--- config.mk ---
export PLATFORM = sky130hd
export DESIGN_NAME = writeback_stage
export DESIGN_NICKNAME = d
export VERILOG_FILES = /design/src/rtl/rv32_pkg.sv /design/src/rtl/wb_hold_buffer.sv /design/src/rtl/writeback_stage.sv
export SDC_FILE = /design/constraint.sdc
export NUM_CORES = 1
export LEC_CHECK = 0
export ABC_CLOCK_PERIOD_IN_PS = 3400
export CAP_MARGIN = 30
export CORE_MARGIN = 2
export CORE_UTILIZATION = 30
export DETAILED_ROUTE_END_ITERATION = 10
export HOLD_SLACK_MARGIN = 0.1
export SLEW_MARGIN = 0
export SYNTH_ARGS = -nofsm -noshare
export SYNTH_HDL_FRONTEND = slang
export SYNTH_SLANG_ARGS = --single-unit
--- constraint.sdc ---
create_clock -name clk -period 3.4 [get_ports clk]
set_input_delay 0.68 -clock clk [delete_from_list [all_inputs] [get_ports clk]]
set_output_delay 0.68 -clock clk [all_outputs]
set_load 0.01 [all_outputs]
--- src/rtl/rv32_pkg.sv ---
// Shared RV32 definitions: datapath width, register zero and writeback source select.
package rv32_pkg;
    localparam int XLEN = 32;
    localparam logic [4:0] REG_ZERO = 5'd0;

    typedef enum logic [1:0] {
        WB_ALU  = 2'd0,
        WB_LOAD = 2'd1,
        WB_PC4  = 2'd2,
        WB_MUL  = 2'd3
    } wb_sel_e;
endpackage

--- src/rtl/wb_hold_buffer.sv ---
// One-entry holding buffer for divider results: handshake, younger-wins kill,
// bypass detection and starvation tracking.
module wb_hold_buffer
    import rv32_pkg::*;
#(
    parameter int W            = rv32_pkg::XLEN,
    parameter int STARVE_LIMIT = 4
) (
    input  logic         clk,
    input  logic         rst,
    input  logic         p_valid,
    input  logic [4:0]   p_rd,
    input  logic         div_valid,
    input  logic [4:0]   div_rd,
    input  logic [W-1:0] div_result,
    output logic         div_ready,
    output logic         bypass,
    output logic         h_valid,
    output logic [4:0]   h_rd,
    output logic [W-1:0] h_data,
    output logic         stall_req
);
    localparam logic [2:0] LIMIT = 3'(STARVE_LIMIT);

    logic [2:0]   h_age;
    logic         h_valid_n;
    logic [4:0]   h_rd_n;
    logic [W-1:0] h_data_n;
    logic [2:0]   h_age_n;
    logic         hs, drain, kill;

    assign div_ready = !h_valid;
    assign hs        = div_valid && div_ready;
    // H only drains when the pipeline leaves the write port free.
    assign drain     = h_valid && !p_valid;
    assign kill      = h_valid && p_valid && (p_rd == h_rd);
    assign bypass    = hs && !p_valid && (div_rd != REG_ZERO);

    always_comb begin
        h_valid_n = h_valid;
        h_rd_n    = h_rd;
        h_data_n  = h_data;
        h_age_n   = h_age;
        if (hs && p_valid && (div_rd != REG_ZERO)) begin
            h_valid_n = 1'b1;
            h_rd_n    = div_rd;
            h_data_n  = div_result;
            h_age_n   = 3'd0;
        end else if (drain || kill) begin
            h_valid_n = 1'b0;
            h_age_n   = 3'd0;
        end else if (h_valid && h_age != 3'd7) begin
            h_age_n = h_age + 3'd1;
        end
    end

    always_ff @(posedge clk) begin
        if (rst) begin
            h_valid   <= 1'b0;
            h_rd      <= REG_ZERO;
            h_data    <= '0;
            h_age     <= 3'd0;
            stall_req <= 1'b0;
        end else begin
            h_valid   <= h_valid_n;
            h_rd      <= h_rd_n;
            h_data    <= h_data_n;
            h_age     <= h_age_n;
            // Stays high past the limit until the entry finally drains.
            stall_req <= h_valid_n && (h_age_n >= LIMIT);
        end
    end
endmodule

--- src/rtl/writeback_stage.sv ---
// Final pipeline stage: selects the writeback value, arbitrates pipeline vs. divider
// results and drives the registered register-file write port.
module writeback_stage
    import rv32_pkg::*;
#(
    parameter int XLEN         = rv32_pkg::XLEN,
    parameter int STARVE_LIMIT = 4
) (
    input  logic            clk,
    input  logic            rst,
    input  logic            mem_valid,
    input  logic            mem_regwrite,
    input  logic [4:0]      mem_rd,
    input  logic [1:0]      mem_wb_sel,
    input  logic [XLEN-1:0] mem_alu_result,
    input  logic [XLEN-1:0] mem_load_data,
    input  logic [XLEN-1:0] mem_pc_plus4,
    input  logic [XLEN-1:0] mem_mul_result,
    input  logic            div_valid,
    input  logic [4:0]      div_rd,
    input  logic [XLEN-1:0] div_result,
    output logic            div_ready,
    output logic            stall_req,
    output logic [4:0]      reg_write,
    output logic [XLEN-1:0] write_data,
    output logic            writeenable,
    output logic            fwd_valid,
    output logic [4:0]      fwd_rd,
    output logic [XLEN-1:0] fwd_data
);
    logic            p_valid, bypass, h_valid;
    logic [4:0]      h_rd;
    logic [XLEN-1:0] h_data, p_data;
    logic            we_n;
    logic [4:0]      rd_n;
    logic [XLEN-1:0] data_n;

    assign p_valid = mem_valid && mem_regwrite && (mem_rd != REG_ZERO);

    always_comb begin
        case (wb_sel_e'(mem_wb_sel))
            WB_LOAD: p_data = mem_load_data;
            WB_PC4:  p_data = mem_pc_plus4;
            WB_MUL:  p_data = mem_mul_result;
            default: p_data = mem_alu_result;
        endcase
    end

    wb_hold_buffer #(.W(XLEN), .STARVE_LIMIT(STARVE_LIMIT)) u_hold (
        .clk        (clk),
        .rst        (rst),
        .p_valid    (p_valid),
        .p_rd       (mem_rd),
        .div_valid  (div_valid),
        .div_rd     (div_rd),
        .div_result (div_result),
        .div_ready  (div_ready),
        .bypass     (bypass),
        .h_valid    (h_valid),
        .h_rd       (h_rd),
        .h_data     (h_data),
        .stall_req  (stall_req)
    );

    // Pipeline first, then the held result, then a bypassed divider result.
    always_comb begin
        we_n   = 1'b0;
        rd_n   = REG_ZERO;
        data_n = '0;
        if (p_valid) begin
            we_n = 1'b1; rd_n = mem_rd; data_n = p_data;
        end else if (h_valid) begin
            we_n = 1'b1; rd_n = h_rd; data_n = h_data;
        end else if (bypass) begin
            we_n = 1'b1; rd_n = div_rd; data_n = div_result;
        end
    end

    always_ff @(posedge clk) begin
        if (rst) begin
            writeenable <= 1'b0;
            reg_write   <= REG_ZERO;
            write_data  <= '0;
        end else begin
            writeenable <= we_n;
            reg_write   <= rd_n;
            write_data  <= data_n;
        end
    end

    assign fwd_valid = writeenable;
    assign fwd_rd    = reg_write;
    assign fwd_data  = write_data;
endmodule

# [Word-level counts from Yosys, hierarchy flattened]
# Cells that the tools add are included.
[word_totals] in_bits=177 elab_cells=47 register_bits=80
[op_classes] muxes=15 magnitude_cmp=1 n_eq_ne=5 n_addsub=1 n_reduce_logical=17
[op_table] cell="32-bit two-way mux" count=3
[op_table] cell="32-bit case mux with 3 select lines" count=1
[op_table] cell="5-bit two-way mux" count=3
[op_table] cell="1-bit logical AND" count=12
[op_table] cell="5-bit nonzero test" count=2
[op_table] cell="3-bit two-way mux" count=3
[op_table] cell="5-bit == test" count=1
[op_table] cell="1-bit two-way mux" count=5
[op_table] cell="2-bit == test (second input constant)" count=2
[op_table] cell="3-bit by 1-bit adder with 3-bit output (second input constant)" count=1
[op_table] cell="3-bit greater-or-equal comparator (second input constant)" count=1
[op_table] cell="3-bit != test (second input constant)" count=1
[op_table] cell="2-bit by 1-bit == test with 1-bit output (second input constant)" count=1
[op_table] cell="1-bit zero test" count=2
[op_table] cell="1-bit logical OR" count=1

# [Longest topological paths before layout]
[depth] word_depth=9 ltp_mapped=6

# [Modules after synthesis]
# A second synthesis with hierarchy kept.
[hier_totals] cells_unflattened=453 hier_area_um2=4383.0
[modules_own_cells] module="writeback_stage" cells_each=254 area_each_um2=2757.6 n_inst=1
[modules_own_cells] module="wb_hold_buffer" cells_each=199 area_each_um2=1625.3 n_inst=1

# [Least setup slack after synthesis]
# Ideal clock, no wire load.
[synth_timing] path_type="input -> register" startpoint="input div_rd[0]" endpoint="register write_data[7] (netlist: fwd_data[7])" setup_slack_ns=1.320 path_stages=6 path_buffers=2 setup_ns=0.132 arrival_time_ns=1.949 cell_sequence="or4_4 > o21a_1 > buf_2 > buf_6 > a221oi_2 > nor3_2"
[synth_via] elab_chain_len=5
[synth_rtl] item="start: declaration" line_no="writeback_stage.sv:20" text="input logic [4:0] div_rd,"
[synth_rtl] item="5-bit nonzero test" line_no="wb_hold_buffer.sv:37" text="assign bypass = hs && !p_valid && (div_rd != REG_ZERO);"
[synth_rtl] item="1-bit logical AND" line_no="wb_hold_buffer.sv:37"
[synth_rtl] item="32-bit two-way mux" line_no="writeback_stage.sv:74" text="end else if (bypass) begin"
[synth_rtl] item="32-bit two-way mux" line_no="writeback_stage.sv:72" text="end else if (h_valid) begin"
[synth_rtl] item="32-bit two-way mux" line_no="writeback_stage.sv:70" text="if (p_valid) begin"
[synth_rtl] item="end signal: assignment" line_no="writeback_stage.sv:87" text="write_data <= data_n;"
[synth_rtl] item="end: declaration" line_no="writeback_stage.sv:25" text="output logic [XLEN-1:0] write_data,"
# No other way between the ends.
# A chain may end at the register's enable or synchronous reset.

# [Worst setup path in the final report]
[layout_timing] startpoint="input div_valid" endpoint="register write_data[4] (netlist: fwd_data[4])"
[layout_via] elab_chain_len=6
[layout_rtl] item="start: declaration" line_no="writeback_stage.sv:19" text="input logic div_valid,"
[layout_rtl] item="1-bit logical AND" line_no="wb_hold_buffer.sv:33" text="assign hs = div_valid && div_ready;"
[layout_rtl] item="1-bit logical AND (2 in series)" line_no="wb_hold_buffer.sv:37"
[layout_rtl] item="32-bit two-way mux" line_no="writeback_stage.sv:74"
[layout_rtl] item="32-bit two-way mux" line_no="writeback_stage.sv:72"
[layout_rtl] item="32-bit two-way mux" line_no="writeback_stage.sv:70"
# No other way between the ends.

==> results.py <==
metrics = {
    "status": {
        "status": "complete, no violations",
    },
    "floorplan": {
        "die_height_um": 128.9,
        "die_area_sq_um": 16610,
        "core-area_sq_um": 15200,
        "rows": 45,
        "initial_core_util_pct": 30.78,
        "io_pins": 255,
        "die_w_um": 128.9,
    },
    "synth": {
        "synth_edf_count": 0,
        "yosysSeqAreaShare_pct": 34.22,
        "avgSynthCellArea_sq_um": 9.999,
        "synth_top_area_share_pct": 34.22,
        "syn_nets": 647,
        "ys.flop_type": "dfxtp_1",
        "syn_area_sq_um": 4679,
        "syn_inst": 468,
        "synth_seq_cells": 80,
        "synthArstFlopShare_pct": 0,
        "synth_top_area_cell": "dfxtp_1",
        "yosys-top-cells-area": "dfxtp_1 34%, mux4_2 15%, a221oi_2 10%, buf_4 6.3%, a21oi_1 4.1%",
        "synth.distinct_cells": 36,
        "synth_warnings": 0,
    },
    "finish": {
        "finalInstanceArea_sq_um": 7326,
        "fillers": 1388,
        "drive_gt1_share_pct": 15.91,
        "antennaDiodeCount": 0,
        "final_net_count": 834,
        "multi_input_area_sq_um": 2502,
        "seqCellArea_sq_um": 1603,
        "area_growth_syn_to_layout_pct": 56.55,
        "final_util_pct": 48.19,
    },
    "pwr": {
        "ir_drop_v": 0.0002219,
        "power_density_nw_per_um2": 378.9,
        "power_leakage_nw": 2.518,
    },
    "drt": {
        "drt-vias-per-instance": 5.197,
        "ant_nets": 0,
        "wire_per_inst_um": 17.19,
        "drtPass1Iterations": 6,
        "vias": 4407,
        "drc": 0,
        "drt_iter0_markers": 202,
        "drt-total-wl_mm": 14.58,
    },
    "placement": {
        "dp_hpwl_mm": 10.83,
        "gp_congestion": 0.7017,
        "place_ws_ps": 496.4,
        "place_area_sq_um": 6992,
        "portBuffers": 254,
    },
    "clock_tree": {
        "cts_hold_buf": 0,
        "cts_setup_buffers": 0,
        "clock-sinks": 80,
        "insertion_delay_ps": 330,
        "cts-resized-gates": 0,
        "htree_num_levels": 3,
        "cts_tree": "yes",
        "cts_buffer_depth": 2,
        "path_clk_slew_ps": 60,
        "cts_root_buf": "clkbuf_16",
        "numCtsBuffers": 9,
    },
    "sta": {
        "rsz0062_at_grt": "no",
        "max_freq_mhz": 395.7,
        "skew_ps": 5.124,
        "tns_ps": 0,
        "finalHoldViolations": 0,
        "fin_crit_sh_pct": 74.33,
        "worstMarginPinSlew_ps": 750.3,
        "period_minus_slack_ps": 2527,
        "slew_violations": 0,
        "max-slew-margin-rel_pct": 49.98,
        "layout_setup_ws_ps": 872.7,
        "setup_viol": 0,
        "hold_slack_ps": 488.2,
    },
    "global_routing": {
        "overflow": 0,
        "grt_use_total_pct": 17.06,
        "grtUsageMet3_pct": 3.909,
        "use_met2_pct": 29.94,
        "grt_pass1_vias": 4422,
        "grt_pass1_wl_mm": 22.26,
        "grt_max_degree": 52,
        "grt-busiest-layer": "met2",
        "antenna_found_initial": 0,
        "grt_use_met1_pct": 20.27,
    },
    "worst_hold_path": {
        "min_path_type": "register to register",
        "min_from": "u_hold.h_data[25]",
    },
    "worst_setup_path": {
        "cp.required_ps": 3660,
        "crit_path_start": "div_valid",
        "crit_fanout": 51,
        "r2r-start": "u_hold.h_valid",
        "start_kind": "primary input",
        "critical_path_class": "primary input to register",
        "crit_arrival_ps": 2780,
        "endpoint_kind": "register",
    },
    "run": {
        "drv_cap": 0,
    },
}
[cell type report]
class,count,area share [%]
timing repair buffer,265,36.14
clock inverter,2,0.8198
sequential,80,21.88
inverter,1,0.05124
multi-input combinational,298,34.16
tap,188,3.211
clock buffer,14,3.740
[metrics by stage]
stage / power, W / cells
6_report: 0.002775 / 848
2_1_floorplan: 0.001370 / 468
3_5_place_dp: 0.001719 / 832
5_1_grt: 0.002898 / 848
3_3_place_gp: 0.001710 / 832
4_1_cts: 0.002819 / 848
[critical path, cell delays in order]
cell and delay [ps]:
clkdlybuf4s50_1 550, nor2b_1 320, o21a_4 630, buf_4 350, a221oi_2 80, nor3_1 160
[layer usage]
| layer | wire (um) | share of wire [%] | up-vias |
|---|---|---|---|
| met2 | 7237 | 50 | 198 |
| met4 | 188 | 1.3 | 0 |
| met3 | 1113 | 7.6 | 10 |
| met5 | 0 | 0 | - |
| met1 | 6042 | 41 | 2088 |
| li1 | - | - | 2111 |
[report_power, final]
| part | leakage (nW) | switching (W) | internal (W) | total, W |
|---|---|---|---|---|
| Clock | 0.163 | 0.000377 | 0.000704 | 0.00108 |
| Combinational | 1.70 | 0.000267 | 0.000413 | 0.000681 |
| Sequential | 0.656 | 0.0000288 | 0.000985 | 0.00101 |
| Total | 2.52 | 0.000673 | 0.00210 | 0.00278 |
[placed cells by master (no fill, tap or decap), drive strengths merged, types with 2 or more instances in the layout]
cell / count
a211oi: 4
and3: 4
bufinv: 2
ha: 2
a21oi: 38
nor3: 38
a31oi: 4
or4: 2
buf: 14
a221oi: 32
o2111ai: 3
dfxtp: 80
clkbuf: 14
nor2: 37
o21ai: 39
nand3: 38
o211ai: 5
clkdlybuf4s50: 251
nor3b: 2
mux4: 32
xnor2: 5
nand2: 7
[path summary, 6_finish.rpt]
kind,cells after the start,endpoint,slack (ps)
min,2,u_hold.h_data[25],490
min reg2reg,2,u_hold.h_data[25],490
max reg2reg,5,fwd_data[4],1490
max,6,fwd_data[4],870
[cells by family after synthesis]
| logic type | count (synthesis) | synth area share (%) |
|---|---|---|
| flops | 80 | 34.22 |
| compound gates | 129 | 22.27 |
| xor+xnor | 5 | 0.9358 |
| simple gates | 129 | 13.45 |
| mux | 33 | 15.61 |
| buf+inv | 90 | 12.97 |
| fa+ha+maj | 2 | 0.5347 |
[registers in the layout, indices dropped and copies added, names as in the netlist]
| register | flops |
|---|---|
| u_hold.h_age | 3 |
| u_hold.stall_req | 1 |
| fwd_data | 32 |
| u_hold.h_rd | 5 |
| u_hold.h_valid | 1 |
| fwd_rd | 5 |
| fwd_valid | 1 |
| u_hold.h_data | 32 |
[Yosys cell counts (2+ instances only)]
master and instances:
o2111ai_1 3, or4_4 2, a211oi_2 3, dfxtp_1 80, xnor2_1 5, buf_2 11
nand2_1 7, nor3b_1 2, clkbuf_1 17, and3_1 4, buf_6 14, a31oi_1 4
buf_1 5, o211ai_1 4, o21ai_0 33, o21ai_1 5, a21oi_1 38, mux4_2 32
ha_1 2, clkbuf_2 3, nor2_1 37, nor3_1 35, nor3_2 3, nand3_1 38
a221oi_2 32, buf_4 39
No activity file was read; power rests on OpenSTA's default activity.
